`src/rtl/mem_access_unit_if.sv`:
```
// Pipeline and memory-bus signals of the MEM-stage load/store unit.
// master = the load/store unit, slave = the pipeline controller plus memory model.
interface mem_access_unit_if #(
    parameter int DATA_W = 32,
    parameter int ADDR_W = 32
);
    localparam int NB = DATA_W / 8;

    // Handshakes carry no backpressure. enabled is taken only while the unit is idle,
    // and completed pulses for one cycle per accepted op. request_enable pulses once
    // per bus op, and the first response_enable seen while waiting ends that op.
    logic              enabled;
    logic              completed;
    logic              op_load;
    logic              op_store;
    logic [1:0]        op_size;
    logic              op_unsigned;
    logic [ADDR_W-1:0] op_addr;
    logic [DATA_W-1:0] op_wdata;
    logic [DATA_W-1:0] result;
    logic              fault;
    logic [1:0]        fault_cause;

    logic              request_enable;
    logic              mode;
    logic [ADDR_W-1:0] addr;
    logic [DATA_W-1:0] wdata;
    logic [NB-1:0]     wstrb;
    logic              response_enable;
    logic [DATA_W-1:0] data;

    modport master (
        input  enabled, op_load, op_store, op_size, op_unsigned, op_addr, op_wdata,
        input  response_enable, data,
        output completed, result, fault, fault_cause,
        output request_enable, mode, addr, wdata, wstrb
    );

    modport slave (
        output enabled, op_load, op_store, op_size, op_unsigned, op_addr, op_wdata,
        output response_enable, data,
        input  completed, result, fault, fault_cause,
        input  request_enable, mode, addr, wdata, wstrb
    );
endinterface

```
`src/rtl/mem_access_unit.sv`:
```
// MEM-stage load/store unit: one bus transaction per op, with store lane alignment,
// load extension, and misalignment/timeout faults.
module mem_access_unit #(
    parameter int DATA_W  = 32,
    parameter int ADDR_W  = 32,
    parameter int TIMEOUT = 1024
) (
    input  logic               clk,
    input  logic               rstn,
    mem_access_unit_if.master  bus,
    output logic [1:0]         dbg_state_o
);
    localparam int NB    = DATA_W / 8;
    localparam int LB    = $clog2(NB);
    localparam int IW    = $clog2(DATA_W);
    localparam int CNT_W = (TIMEOUT > 0) ? $clog2(TIMEOUT + 1) : 1;
    localparam logic [CNT_W-1:0] TO_C = CNT_W'(TIMEOUT);
    localparam logic MEMREQ_READ  = 1'b0;
    localparam logic MEMREQ_WRITE = 1'b1;

    typedef enum logic [1:0] {IDLE = 2'd0, WAIT = 2'd1, RESP = 2'd2} state_e;

    state_e            state_q, state_d;
    logic              load_q, load_d, uns_q, uns_d, req_q, req_d, mode_q, mode_d;
    logic              fault_q, fault_d;
    logic [1:0]        size_q, size_d, cause_q, cause_d;
    logic [LB-1:0]     off_q, off_d;
    logic [CNT_W-1:0]  cnt_q, cnt_d;
    logic [ADDR_W-1:0] addr_q, addr_d;
    logic [DATA_W-1:0] wdata_q, wdata_d, result_q, result_d;
    logic [NB-1:0]     wstrb_q, wstrb_d;

    logic              is_load, is_store, misaligned, timeout_hit, sign;
    logic [LB-1:0]     off_in;
    logic [7:0]        lane8;
    logic [IW-1:0]     msb;
    logic [DATA_W-1:0] sh, ext;

    assign is_load     = bus.op_load;
    assign is_store    = bus.op_store & ~bus.op_load;
    assign off_in      = bus.op_addr[LB-1:0];
    assign timeout_hit = (TIMEOUT != 0) && (cnt_q == TO_C);

    always_comb begin
        misaligned = 1'b0;
        lane8      = 8'h01;
        case (bus.op_size)
            2'd0: begin misaligned = 1'b0;                                  lane8 = 8'h01; end
            2'd1: begin misaligned = bus.op_addr[0];                        lane8 = 8'h03; end
            2'd2: begin misaligned = |bus.op_addr[1:0];                     lane8 = 8'h0F; end
            default: begin misaligned = (DATA_W == 32) | (|bus.op_addr[2:0]); lane8 = 8'hFF; end
        endcase
    end

    // Load extension: select the field at the latched lane, then extend from its top bit.
    always_comb begin
        sh  = bus.data >> {off_q, 3'b000};
        ext = '0;
        case (size_q)
            2'd0:    msb = IW'(7);
            2'd1:    msb = IW'(15);
            2'd2:    msb = IW'(31);
            default: msb = IW'(DATA_W - 1);
        endcase
        sign = sh[msb] & ~uns_q;
        for (int i = 0; i < DATA_W; i++) begin
            ext[i] = (i <= int'(msb)) ? sh[i] : sign;
        end
    end

    always_ff @(posedge clk or negedge rstn) begin
        if (!rstn) state_q <= IDLE;
        else       state_q <= state_d;
    end

    always_comb begin
        state_d = state_q;
        case (state_q)
            IDLE: if (bus.enabled) begin
                if (!(is_load | is_store) || misaligned) state_d = RESP;
                else                                      state_d = WAIT;
            end
            WAIT:    if (bus.response_enable || timeout_hit) state_d = RESP;
            RESP:    state_d = IDLE;
            default: state_d = IDLE;
        endcase
    end

    always_comb begin
        load_d = load_q; uns_d = uns_q; size_d = size_q; off_d = off_q;
        req_d = 1'b0; mode_d = mode_q; addr_d = addr_q; wdata_d = wdata_q; wstrb_d = wstrb_q;
        result_d = result_q; fault_d = fault_q; cause_d = cause_q; cnt_d = cnt_q;
        case (state_q)
            IDLE: if (bus.enabled) begin
                load_d = is_load; uns_d = bus.op_unsigned; size_d = bus.op_size; off_d = off_in;
                cnt_d  = '0;
                if (!(is_load | is_store)) begin
                    result_d = '0; fault_d = 1'b0; cause_d = 2'd0;
                end else if (misaligned) begin
                    result_d = '0; fault_d = 1'b1; cause_d = is_load ? 2'd1 : 2'd2;
                end else begin
                    req_d   = 1'b1;
                    mode_d  = is_store ? MEMREQ_WRITE : MEMREQ_READ;
                    addr_d  = {bus.op_addr[ADDR_W-1:LB], {LB{1'b0}}};
                    wstrb_d = is_store ? (NB'(lane8) << off_in) : '0;
                    wdata_d = bus.op_wdata << {off_in, 3'b000};
                end
            end
            // A response in the timeout cycle is checked first so it wins.
            WAIT: if (bus.response_enable) begin
                result_d = load_q ? ext : '0; fault_d = 1'b0; cause_d = 2'd0;
            end else if (timeout_hit) begin
                result_d = '0; fault_d = 1'b1; cause_d = 2'd3;
            end else if (TIMEOUT != 0) begin
                cnt_d = cnt_q + CNT_W'(1);
            end
            default: ;
        endcase
    end

    always_ff @(posedge clk or negedge rstn) begin
        if (!rstn) begin
            load_q <= 1'b0; uns_q <= 1'b0; size_q <= 2'd0; off_q <= '0;
            req_q <= 1'b0; mode_q <= MEMREQ_READ; addr_q <= '0; wdata_q <= '0; wstrb_q <= '0;
            result_q <= '0; fault_q <= 1'b0; cause_q <= 2'd0; cnt_q <= '0;
        end else begin
            load_q <= load_d; uns_q <= uns_d; size_q <= size_d; off_q <= off_d;
            req_q <= req_d; mode_q <= mode_d; addr_q <= addr_d; wdata_q <= wdata_d; wstrb_q <= wstrb_d;
            result_q <= result_d; fault_q <= fault_d; cause_q <= cause_d; cnt_q <= cnt_d;
        end
    end

    always_comb begin
        bus.completed      = (state_q == RESP);
        bus.request_enable = req_q;
        bus.mode           = mode_q;
        bus.addr           = addr_q;
        bus.wdata          = wdata_q;
        bus.wstrb          = wstrb_q;
        bus.result         = result_q;
        bus.fault          = fault_q;
        bus.fault_cause    = cause_q;
        dbg_state_o        = state_q;
    end
endmodule
```
`src/flat_wrapper.sv`:
```
// flat-port wrapper written by rule: the top's interface ports become plain ports
module mem_access_unit_flat 
#(
    parameter int DATA_W  = 32,
    parameter int ADDR_W  = 32,
    parameter int TIMEOUT = 1024
)
  (clk, rstn, dbg_state_o, bus_enabled, bus_op_load, bus_op_store, bus_op_size, bus_op_unsigned, bus_op_addr, bus_op_wdata, bus_response_enable, bus_data, bus_completed, bus_result, bus_fault, bus_fault_cause, bus_request_enable, bus_mode, bus_addr, bus_wdata, bus_wstrb);
  mem_access_unit_if #(.DATA_W(DATA_W), .ADDR_W(ADDR_W)) bus_i ();
  input  logic clk;
  input  logic rstn;
  output logic [1:0] dbg_state_o;
  input wire logic [$bits(bus_i.enabled)-1:0] bus_enabled;
  input wire logic [$bits(bus_i.op_load)-1:0] bus_op_load;
  input wire logic [$bits(bus_i.op_store)-1:0] bus_op_store;
  input wire logic [$bits(bus_i.op_size)-1:0] bus_op_size;
  input wire logic [$bits(bus_i.op_unsigned)-1:0] bus_op_unsigned;
  input wire logic [$bits(bus_i.op_addr)-1:0] bus_op_addr;
  input wire logic [$bits(bus_i.op_wdata)-1:0] bus_op_wdata;
  input wire logic [$bits(bus_i.response_enable)-1:0] bus_response_enable;
  input wire logic [$bits(bus_i.data)-1:0] bus_data;
  output wire logic [$bits(bus_i.completed)-1:0] bus_completed;
  output wire logic [$bits(bus_i.result)-1:0] bus_result;
  output wire logic [$bits(bus_i.fault)-1:0] bus_fault;
  output wire logic [$bits(bus_i.fault_cause)-1:0] bus_fault_cause;
  output wire logic [$bits(bus_i.request_enable)-1:0] bus_request_enable;
  output wire logic [$bits(bus_i.mode)-1:0] bus_mode;
  output wire logic [$bits(bus_i.addr)-1:0] bus_addr;
  output wire logic [$bits(bus_i.wdata)-1:0] bus_wdata;
  output wire logic [$bits(bus_i.wstrb)-1:0] bus_wstrb;
  assign bus_i.enabled = bus_enabled;
  assign bus_i.op_load = bus_op_load;
  assign bus_i.op_store = bus_op_store;
  assign bus_i.op_size = bus_op_size;
  assign bus_i.op_unsigned = bus_op_unsigned;
  assign bus_i.op_addr = bus_op_addr;
  assign bus_i.op_wdata = bus_op_wdata;
  assign bus_i.response_enable = bus_response_enable;
  assign bus_i.data = bus_data;
  assign bus_completed = bus_i.completed;
  assign bus_result = bus_i.result;
  assign bus_fault = bus_i.fault;
  assign bus_fault_cause = bus_i.fault_cause;
  assign bus_request_enable = bus_i.request_enable;
  assign bus_mode = bus_i.mode;
  assign bus_addr = bus_i.addr;
  assign bus_wdata = bus_i.wdata;
  assign bus_wstrb = bus_i.wstrb;
  mem_access_unit #(.DATA_W(DATA_W), .ADDR_W(ADDR_W), .TIMEOUT(TIMEOUT)) u_core (.clk(clk), .rstn(rstn), .bus(bus_i), .dbg_state_o(dbg_state_o));
endmodule
```
`config.mk`:
```
export PLATFORM = sky130hd
export DESIGN_NAME = mem_access_unit_flat
export DESIGN_NICKNAME = d
export VERILOG_FILES = /design/src/rtl/mem_access_unit_if.sv /design/src/rtl/mem_access_unit.sv /design/src/flat_wrapper.sv
export SDC_FILE = /design/constraint.sdc
export NUM_CORES = 1
export LEC_CHECK = 0
export BUFFER_PORTS_ARGS = -buffer_cell sky130_fd_sc_hd__buf_2
export CORE_UTILIZATION = 53
export DETAILED_ROUTE_END_ITERATION = 16
export PLACE_DENSITY_LB_ADDON = 0.3
export SLEW_MARGIN = 20
export SYNTH_ARGS = -nofsm -noshare
export SYNTH_HDL_FRONTEND = slang
export SYNTH_SLANG_ARGS = --single-unit
```
`constraint.sdc`:
```
create_clock -name clk -period 3.1 [get_ports clk]
set_input_delay 0.62 -clock clk [delete_from_list [all_inputs] [get_ports clk]]
set_output_delay 0.62 -clock clk [all_outputs]
set_load 0.03 [all_outputs]
```
==> results.json <==
{
  "cts_resized": 0,
  "initial_utilization_pct": 55.4,
  "final_min_period_over_clock_period_pct": 79.4,
  "rr_startpoint": "u_core.dbg_state_o[0]",
  "fill_cells": 800,
  "hpwl_um": 11000,
  "insertedDiodeCount": 0,
  "ys.flop_type": "dfrtp_1",
  "cts.hold.buffers_added": 0,
  "grt_overflow": 0,
  "clock_path_buffers": 2,
  "grt_max_degree": 70,
  "combPwrFrac_pct": 33.3,
  "cts_post_setup_buffers_inserted": 0,
  "hold_violations": 0,
  "wirelength_um": 15300,
  "tightest_slew_ns": 1.02,
  "antenna_found_initial": 0,
  "cp-start-kind": "flip-flop",
  "syn2layout_area_growth_pct": 29.5,
  "max_cap_violations": 0,
  "synth_edf_count": 0,
  "clock_sinks": 122,
  "layout.nets": 839,
  "die_area_mm2": 0.0114,
  "power_frac_clock_pct": 31.7,
  "grt_usage_pct": 27.8,
  "io_pins": 213,
  "drt_iter0_markers": 328,
  "insertion_delay_ns": 0.51,
  "drt-wirelength-per-cell_um": 17.4,
  "dr.pass1.iters": 6,
  "netlist_area_mm2": 0.00579,
  "synthArstFlopShare_pct": 100,
  "internal-power_uw": 3910,
  "synth_cell_types": 48,
  "seq_power_share_pct": 35.0,
  "path_class": "flip-flop to flip-flop",
  "r2r-end": "u_core.bus.result[24]",
  "final.setup.tns_ns": 0,
  "die_x_um": 107,
  "multi_input_area_mm2": 0.00253,
  "htree_levels": 4,
  "routabilityCongestion": 0.924,
  "p_leak_uw": 0.00390,
  "vdd_ir_drop_max_v": 0.000573,
  "seqCellArea_mm2": 0.00305,
  "ys_ff_latch": 122,
  "final_max_slew_viol_count": 0,
  "slew_headroom_pct": 31.8,
  "portBuffers": 210,
  "vias": 4956,
  "fmax_ghz": 0.406,
  "p_sw_uw": 2350,
  "ys_warn_count": 0,
  "fin_util_pct": 71.7,
  "worstRegToRegCells": 5,
  "cts_root_buf": "clkbuf_8",
  "min-delay-path-class": "input pin to asynchronous set/reset pin",
  "ant_nets": 0,
  "grt_setup_unrepaired": "false",
  "status": "finished clean",
  "path_clk_slew_ns": 0.06,
  "worstPathArrival_ns": 2.89,
  "layout-drive-gt1-share_pct": 40.7,
  "p_per_area_mw_per_mm2": 834,
  "cts-buffers-inserted": 17,
  "worstPathMaxFanout": 16,
  "rrSetupSlack_ns": 0.64,
  "syn_area_per_cell_um2": 10.9,
  "grt_pass1_vias": 4920,
  "core_mm2": 0.0105,
  "required_ns": 3.53,
  "vias_per_cell": 5.63,
  "fp-row-count": 37,
  "finalCriticalPeriod_ns": 2.46,
  "swShare_pct": 37.5,
  "drc": 0,
  "finClkSkew_ns": 0.0151,
  "cts_tree": "built",
  "die_h_um": 107,
  "synthCells": 530,
  "ys_seq_area_share_pct": 52.7,
  "end_kind": "flip-flop",
  "grt_first_pass_wirelength_um": 24300,
  "setup_viol": 0
}
==> worst max-delay path, cell delays in order, from the launching register on <==
cell and delay [ns]:
dfrtp_1 0.49, and2b_2 0.24, and3_1 0.48, nand2b_1 0.16, nor3_2 0.79, a221o_1 0.22
==> cell usage after synthesis, drive strengths merged, types with 2 or more instances <==
master / instances / share of area (%)
o21ai: 34 / 2.9
xnor2: 6 / 0.91
nand2b: 3 / 0.32
nand3: 5 / 0.43
or3: 2 / 0.22
mux2i: 33 / 5.7
ha: 2 / 0.43
dfrtp: 122 / 53
a211o: 16 / 2.4
a32o: 7 / 1.2
o211ai: 2 / 0.26
nor2b: 18 / 1.9
nand2: 70 / 4.6
buf: 26 / 2.9
inv: 6 / 0.39
and2b: 2 / 0.30
a211oi: 9 / 1.2
mux2: 40 / 7.8
a221o: 8 / 1.4
nor3: 9 / 1.1
nor4: 2 / 0.22
and3: 2 / 0.22
a22o: 10 / 1.5
nor2: 33 / 2.1
a21oi: 26 / 2.3
o31ai: 13 / 1.7
clkbuf: 11 / 0.71
==> worst max-delay path by stage <==
stage / start / cells after the start / slack [ns] / to
6_report: u_core.dbg_state_o[0] / 5 / 0.64 / u_core.bus.result[24]
5_1_grt: u_core.dbg_state_o[0] / 5 / 0.46 / u_core.bus.result[26]
4_1_cts: u_core.dbg_state_o[0] / 5 / 0.63 / u_core.bus.result[26]
3_5_place_dp: bus_op_size[1] / 6 / 0.64 / u_core.bus.addr[3]
3_3_place_gp: bus_op_size[1] / 6 / 0.66 / u_core.bus.addr[13]
2_1_floorplan: bus_response_enable / 5 / 1.10 / u_core.bus.fault_cause[1]
==> layout by cell type (no fill, tap or decap), types with 5 or more instances in the layout <==
| cell | instances |
|---|---|
| buf_2 | 209 |
| dfrtp_1 | 122 |
| nand2_1 | 69 |
| mux2_2 | 40 |
| o21ai_0 | 33 |
| nor2_1 | 33 |
| mux2i_1 | 33 |
| a21oi_1 | 25 |
| nor2b_1 | 18 |
| a211o_1 | 16 |
| clkbuf_16 | 16 |
| o31ai_1 | 13 |
| a22o_1 | 10 |
| a211oi_1 | 9 |
| buf_4 | 9 |
| a221o_1 | 8 |
| nor3_1 | 7 |
| a32o_1 | 7 |
| inv_1 | 6 |
| xnor2_1 | 6 |
| nand3_1 | 5 |
==> per-layer routing <==
layer  share of wire [%]  routed length [um]  global-route usage (%)  vias to the layer above
met3                 7.6                1170                    8.09                       16
met2                  52                7950                    48.0                      213
met1                  39                5980                    33.0                     2420
met4                 1.6                 240                    9.59                        0
li1                    -                   -                       -                     2307
met5                   0                   0                       0                        -
==> power by group through the flow <==
stage | registers [uW] | logic [uW] | clock network (uW)
after floorplan | 2880 | 729 | 0
after global placement | 2190 | 2030 | 0
after detailed placement | 2210 | 2090 | 0
after CTS | 2190 | 2090 | 2010
after global routing | 2230 | 2210 | 2090
final | 2190 | 2080 | 1990
==> sequential cells by signal, indices dropped and copies added (netlist names), 2 cells and up <==
name                    cells
u_core.dbg_state_o          2
u_core.bus.wdata           32
u_core.size_q               2
u_core.off_q                2
u_core.bus.addr            30
u_core.bus.fault_cause      2
u_core.bus.result          32
u_core.bus.wstrb            4
u_core.cnt_q               11
==> logic make-up after synthesis <==
logic type	share of synthesized area (%)
muxes	13.5
adders and majority gates	0.432
DFF	52.7
other	0.0647
xor gates and xnor gates	0.907
buffers and inverters	4.04
and+or+nand+nor	12.2
AOI/OAI and AO/OA	16.2
==> per-stage QoR <==
step	hold slack, ns	power [uW]	cell area [um^2]	worst slack, ns	std cells
floorplan	0.324	3610	5800	1.10	531
global placement	0.457	4220	6910	0.657	849
detailed placement	0.457	4300	6910	0.640	849
CTS	0.127	6300	7500	0.631	881
global route	0.159	6540	7500	0.463	881
finish	0.130	6260	7500	0.638	881
==> area by class of cell <==
cell class	instances	share of cell area, %
Inverter	6	0.300
Multi-Input combinational cell	366	33.7
Clock buffer	19	5.75
Tap cell	136	2.27
Timing Repair Buffer	219	15.1
Clock inverter	13	2.23
Sequential cell	122	40.7
Note: power is estimated with default switching activity, not from simulation.
